## src/rtl/row_strobe_gen.sv

```systemverilog
// Sequenced 1-of-12 row-strobe generator: takes a binary row code over valid/ready
// and drives the matching one-hot row bit for PULSE_W clocks, then idles for GAP_W clocks.
module row_strobe_gen #(
  parameter int unsigned PULSE_W = 4,
  parameter int unsigned GAP_W   = 2
) (
  input  logic        i_clk,
  input  logic        i_reset_n,
  input  logic [3:0]  i_code,
  input  logic        i_valid,
  output logic        o_ready,
  input  logic        i_clear,
  output logic [11:0] o_row,
  output logic        o_active,
  output logic        o_busy,
  output logic        o_err
);

  localparam logic [1:0] S_IDLE  = 2'd0;
  localparam logic [1:0] S_PULSE = 2'd1;
  localparam logic [1:0] S_GAP   = 2'd2;

  localparam bit         HAS_GAP    = (GAP_W > 0);
  localparam logic [7:0] PULSE_LOAD = 8'(PULSE_W - 1);
  localparam logic [7:0] GAP_LOAD   = HAS_GAP ? 8'(GAP_W - 1) : 8'd0;

  logic [1:0]  state;
  logic [7:0]  cnt;
  logic [11:0] row_q;
  logic        err_q;
  logic        accept;
  logic        code_ok;

  assign o_ready  = (state == S_IDLE) & ~i_clear;
  assign accept   = i_valid & o_ready;
  assign code_ok  = (i_code < 4'd12);

  assign o_row    = row_q;
  assign o_active = |row_q;
  assign o_busy   = (state != S_IDLE);
  assign o_err    = err_q;

  // The accepted code is held directly in one-hot form; row_q doubles as the code register.
  always_ff @(posedge i_clk or negedge i_reset_n) begin
    if (!i_reset_n) begin
      state <= S_IDLE;
      cnt   <= '0;
      row_q <= '0;
      err_q <= 1'b0;
    end else if (i_clear) begin
      state <= S_IDLE;
      cnt   <= '0;
      row_q <= '0;
      err_q <= 1'b0;
    end else begin
      err_q <= 1'b0;
      case (state)
        S_IDLE: begin
          if (accept) begin
            if (code_ok) begin
              row_q <= 12'd1 << i_code;
              cnt   <= PULSE_LOAD;
              state <= S_PULSE;
            end else begin
              err_q <= 1'b1;
            end
          end
        end
        S_PULSE: begin
          if (cnt == '0) begin
            row_q <= '0;
            if (HAS_GAP) begin
              cnt   <= GAP_LOAD;
              state <= S_GAP;
            end else begin
              state <= S_IDLE;
            end
          end else begin
            cnt <= cnt - 8'd1;
          end
        end
        S_GAP: begin
          if (cnt == '0) begin
            state <= S_IDLE;
          end else begin
            cnt <= cnt - 8'd1;
          end
        end
        default: begin
          state <= S_IDLE;
          cnt   <= '0;
          row_q <= '0;
        end
      endcase
    end
  end

endmodule

```

## config.mk

```make
export PLATFORM = sky130hd
export DESIGN_NAME = row_strobe_gen
export DESIGN_NICKNAME = d
export VERILOG_FILES = /design/src/rtl/row_strobe_gen.sv
export SDC_FILE = /design/constraint.sdc
export NUM_CORES = 1
export LEC_CHECK = 0
export ABC_AREA = 0
export CAP_MARGIN = 20
export CORE_MARGIN = 4
export CORE_UTILIZATION = 50
export CTS_CLUSTER_DIAMETER = 50
export CTS_CLUSTER_SIZE = 40
export DETAILED_ROUTE_END_ITERATION = 6
export PLACE_DENSITY = 0.76
export SKIP_LAST_GASP = 1
export SLEW_MARGIN = 25
export SYNTH_ARGS = -nofsm -noshare
export SYNTH_HDL_FRONTEND = slang
export SYNTH_SLANG_ARGS = --single-unit
```

## constraint.sdc

```tcl
create_clock -name i_clk -period 3.1 [get_ports i_clk]
set_clock_uncertainty 0.2 [all_clocks]
set_input_delay 0.465 -clock i_clk [delete_from_list [all_inputs] [get_ports i_clk]]
set_output_delay 0.465 -clock i_clk [all_outputs]
set_load 0.01 [all_outputs]
```

[Word level (Yosys, flattened, before mapping)]
Cells that the tools add are included.
Word-level totals
  input bits: 8
  output and inout bits: 16
  word-level logic and storage cells: 46
  bits in registers: 23
Operators by class
  equality and inequality tests: 8
  mux-type cells: 21
  order comparisons: 1
  add/sub/neg operators: 1
  bitwise gates (word level): 3
  reductions and logical operators: 7
  shift-type cells: 1
Operator list (number)
  $mux W12: 4
  $mux W8: 5
  $pmux W12 S3: 1
  $pmux W8 S3: 1
  $ne A3 B3 Y1 const B: 5
  $reduce_or A12 Y1: 1
  $shl A1 B4 Y12 const A: 1
  $mux W2: 5
  $logic_not A8 Y1: 1
  $reduce_and A4 Y1: 2
  $sub A8 B1 Y8 const B: 1
  $pmux W2 S3: 1
  $lt A4 B4 Y1 const B: 1
  $mux W1: 4
  $reduce_and A3 Y1: 1
  $and A1 B1 Y1: 2
  $eq A2 B1 Y1 const B: 1
  $eq A2 B2 Y1 const B: 1
  $logic_not A2 Y1: 1
  $ne A2 B2 Y1 const B: 1
  $reduce_bool A2 Y1: 1
  $not A1 Y1: 1

[Logic depth before layout (Yosys ltp)]
  depth after elaboration: 6
  gate-level depth with buffers: 7
  depth with buffers taken out: 6

[Least setup slack after synthesis]
OpenSTA, ideal clock, no wires.
  path kind: reg-to-reg
  start point: register cnt[0]
  end point: register row_q[7] (netlist: o_row[7])
  period minus slack after synthesis: 2.014 ns
  cell stages (with the launch flop): 7
  setup slack: 1.086 ns
  setup time: 0.077 ns
  buffers on the path: 0
  required time: 2.823 ns
  arrival: 1.737 ns
  path through: dfrtp_1 -> inv_1 -> ha_1 -> nor3b_1 -> a21oi_1 -> or4_1 -> a21oi_1
Between the ends
  cells in the longest elaborated chain, start to end: 3
Ends and longest elaborated chain
  from (decl): RTL line 28  | logic [7:0] cnt;
  from (signal assigned): RTL line 79  | cnt <= cnt - 8'd1;
  from (signal assigned): RTL line 86  | cnt <= cnt - 8'd1;
  $logic_not A8 Y1: RTL line 70  | if (cnt == '0) begin
  $ne A3 B3 Y1 (no source line)
  $reduce_and A4 Y1 (no source line)
  to (signal assigned): RTL line 61  | row_q <= 12'd1 << i_code;
  to (decl): RTL line 29  | logic [11:0] row_q;
No other way between the ends.
A chain may end at the register's enable or synchronous reset.

[Final worst setup path]
  start point: register state[1]
  end point: output port o_ready
Between the ends
  cells in the longest elaborated chain, start to end: 2
Ends and longest elaborated chain
  from (decl): RTL line 27  | logic [1:0] state;
  from (signal assigned): RTL line 46  | state <= S_IDLE;
  from (signal assigned): RTL line 51  | state <= S_IDLE;
  from (signal assigned): RTL line 63  | state <= S_PULSE;
  $logic_not A2 Y1: RTL line 34  | assign o_ready = (state == S_IDLE) & ~i_clear;
  $and A1 B1 Y1: RTL line 34
  to (decl): RTL line 11  | output logic o_ready,
No other way between the ends.

==> impl_metrics.env <==
export IMPL_yosys_warnings=0
export IMPL_synth_seq_cells=23
export IMPL_drc=0
export IMPL_fin_crit_sh_pct=83.7
export IMPL_overflow=0
export IMPL_drt_wl_total_microns=3380
export IMPL_area_growth_pct=17.3
export IMPL_finalSetupTns_ns=0
export IMPL_synth_area_sq_um=1420
export IMPL_cp_arrival_ns=1.93
export IMPL_max_cap_violations=0
export IMPL_synth_area_leaders="dfrtp_1 (41%), o41ai_1 (4.9%), mux2i_1 (4.2%)"
export IMPL_multiInputGateArea_sq_um=747
export IMPL_post_cts_buffers=0
export IMPL_crit_required_ns=2.43
export IMPL_portBuffers=23
export IMPL_synth_cell_type_count=41
export IMPL_viasPerCell=6.35
export IMPL_grt_usage_pct=20.5
export IMPL_max_slew_margin_pct=47.3
export IMPL_fp_dieW_microns=61.2
export IMPL_num_rows=19
export IMPL_diodes=0
export IMPL_clkPwrFrac_pct=14.6
export IMPL_cts_sinks=23
export IMPL_drive_gt1_share_pct=9.88
export IMPL_antenna_found_initial=0
export IMPL_clk_latency_ns=0.32
export IMPL_hold_ws_ns=0.278
export IMPL_ys_seq_area_share_pct=40.6
export IMPL_vias=1226
export IMPL_gp_congestion=0.854
export IMPL_n_fill_cell=240
export IMPL_hp_class="primary input to async pin"
export IMPL_post_route_min_period_ns=2.59
export IMPL_synth_top_area_share_pct=40.6
export IMPL_root_buffer="clkbuf_4"
export IMPL_endpoint_kind="primary output"
export IMPL_syn_nets=152
export IMPL_grt_pass1_vias=1215
export IMPL_ir_drop_v=0.000397
export IMPL_cts_max_level=1
export IMPL_fmax_mhz=386
export IMPL_die_h_microns=61.2
export IMPL_p_sw_share_pct=40.6
export IMPL_drt_first_pass_iters=4
export IMPL_rrSetupSlack_ns=0.64
export IMPL_internal_power_w=0.000598
export IMPL_status="finished, final reports clean"
export IMPL_cts_clk_slew_worst_paths_ns=0.15
export IMPL_leakage_nw=0.672
export IMPL_avgSynthCellArea_sq_um=9.98
export IMPL_regArea_sq_um=576
export IMPL_grt_max_degree=24
export IMPL_dieArea_sq_um=3750
export IMPL_syn_inst=142
export IMPL_numCtsBuffers=3
export IMPL_net_switching_power_w=0.000409
export IMPL_cellPowerDensity_nw_per_um2=606
export IMPL_ioPinCount=24
export IMPL_drt_initial_drc_count=67
export IMPL_crit_start="state[1]"
export IMPL_seqPwrFrac_pct=40.5
export IMPL_worst_slew_pin_slew_ns=0.790
export IMPL_wl_per_cell_microns=17.5
export IMPL_core_sq_um=2730
export IMPL_final_hold_violation_count=0
export IMPL_cts_tree="done"
export IMPL_nNetsFinal=173
export IMPL_drt_antenna_violating_nets=0
export IMPL_hpwl_microns=2430
export IMPL_synth_top_cell_by_area="dfrtp_1"
export IMPL_rr_startpoint="cnt[0]"
export IMPL_drv_slew=0
export IMPL_p_comb_share_pct=44.9
export IMPL_rsz0062_at_grt="no"
export IMPL_cts_resized=0
export IMPL_initial_core_util_pct=51.9
export IMPL_criticalPathCategory="flip-flop to primary output"
export IMPL_cts_hold_buf=0
export IMPL_grt_pass1_wl_microns=5770
export IMPL_cp_max_fo=11
export IMPL_finalSetupViolCount=0
export IMPL_crit_path_start_kind="flip-flop"
export IMPL_clock_path_buffers=2
-- path summary, 6_finish.rpt --
check / endpoint / cells past startpoint
worst max-delay path: o_ready / 4
worst min-delay path: cnt[0] / 2
worst max register to register: o_row[7] / 6
worst min register to register: o_row[11] / 2
max in group asynchronous: cnt[5] / 2
min in group i_clk: o_row[11] / 2
-- cells in the final DEF (no fill, tap or decap), drive strengths merged, types with 2 or more instances in the layout --
cell           netlist  routed
nor4                 4       4
nand3                9       9
mux2i                6       6
ha                   2       2
o21ai                7       7
nand2                6       6
dfrtp               23      23
buf                  2       3
o211ai               8       8
clkbuf               8       3
and2                 2       2
inv                  5       5
a21boi               2       2
or4                  6       6
nand2b               5       5
o41ai                8       8
nand3b               7       7
clkdlybuf4s50        0      23
nor2                 7       7
a21oi               12      12
-- per-stage QoR --
stage | cells | setup slack, ns | area, sq um | total power [W] | util (%)
finish | 193 | 0.507 | 1660 | 0.00101 | 60.8
detailed placement | 189 | 0.506 | 1630 | 0.000861 | 59.7
floorplan | 142 | 1.09 | 1420 | 0.000753 | -
CTS | 193 | 0.515 | 1660 | 0.00101 | 60.8
global placement | 189 | 0.524 | 1630 | 0.000847 | 59.7
global route | 193 | 0.348 | 1660 | 0.00108 | 60.8
-- cell usage after synthesis, drive strengths merged --
cell type	instances
dfrtp	23
a21oi	12
nand3	9
clkbuf	8
o211ai	8
o41ai	8
nand3b	7
nor2	7
o21ai	7
mux2i	6
nand2	6
or4	6
inv	5
nand2b	5
nor4	4
a21boi	2
and2	2
buf	2
ha	2
a2111oi	1
a211o	1
a21o	1
a41o	1
and3	1
and4	1
nor3	1
nor3b	1
o2111a	1
o22a	1
o22ai	1
or3	1
or4bb	1
-- sequential cells by signal (all words and copies together), names as in the netlist --
| signal | cells |
|---|---|
| o_row | 12 |
| cnt | 8 |
| state | 2 |
| o_err | 1 |
-- worst max-delay path, stage by stage (launching register included) --
cell and delay (ns):
dfrtp_1 0.54, nor2_1 0.30, inv_1 0.12, nor2_1 0.10
clkdlybuf4s50_1 0.55
-- final cells by class --
cell class,count,area share (%)
clock inverters,1,0.451
well taps,31,2.33
multi-input cells,104,44.9
flip-flops and latches,23,34.6
inverters,5,1.13
clock buffers,3,1.35
repair buffers,26,15.2
-- power by group through the flow --
stage | Sequential (W) | Clock, W | Combinational (W)
2_1_floorplan | 0.000390 | 0 | 0.000363
3_3_place_gp | 0.000409 | 0 | 0.000438
3_5_place_dp | 0.000413 | 0 | 0.000448
4_1_cts | 0.000407 | 0.000154 | 0.000451
5_1_grt | 0.000418 | 0.000167 | 0.000498
6_report | 0.000408 | 0.000147 | 0.000452
-- per-layer routing --
metal	vias up	track usage (%)	part of all wire, %
met5	-	0	0
li1	588	-	-
met3	4	3.56	4.4
met4	0	5.88	0.92
met2	44	33.1	48
met1	590	28.1	47
-- logic make-up (layout without fill, tap and decap cells) --
group / Yosys count / after routing / synth area share, %
AO/OA/AOI/OAI: 44 / 44 / 23.0
adder cells (fa/ha/maj): 2 / 2 / 1.76
buffers and inverters: 15 / 35 / 6.71
flip-flops: 23 / 23 / 40.6
multiplexers: 6 / 6 / 4.24
AND/OR/NAND/NOR: 52 / 52 / 23.7
Note: power is estimated with default switching activity, not from simulation.
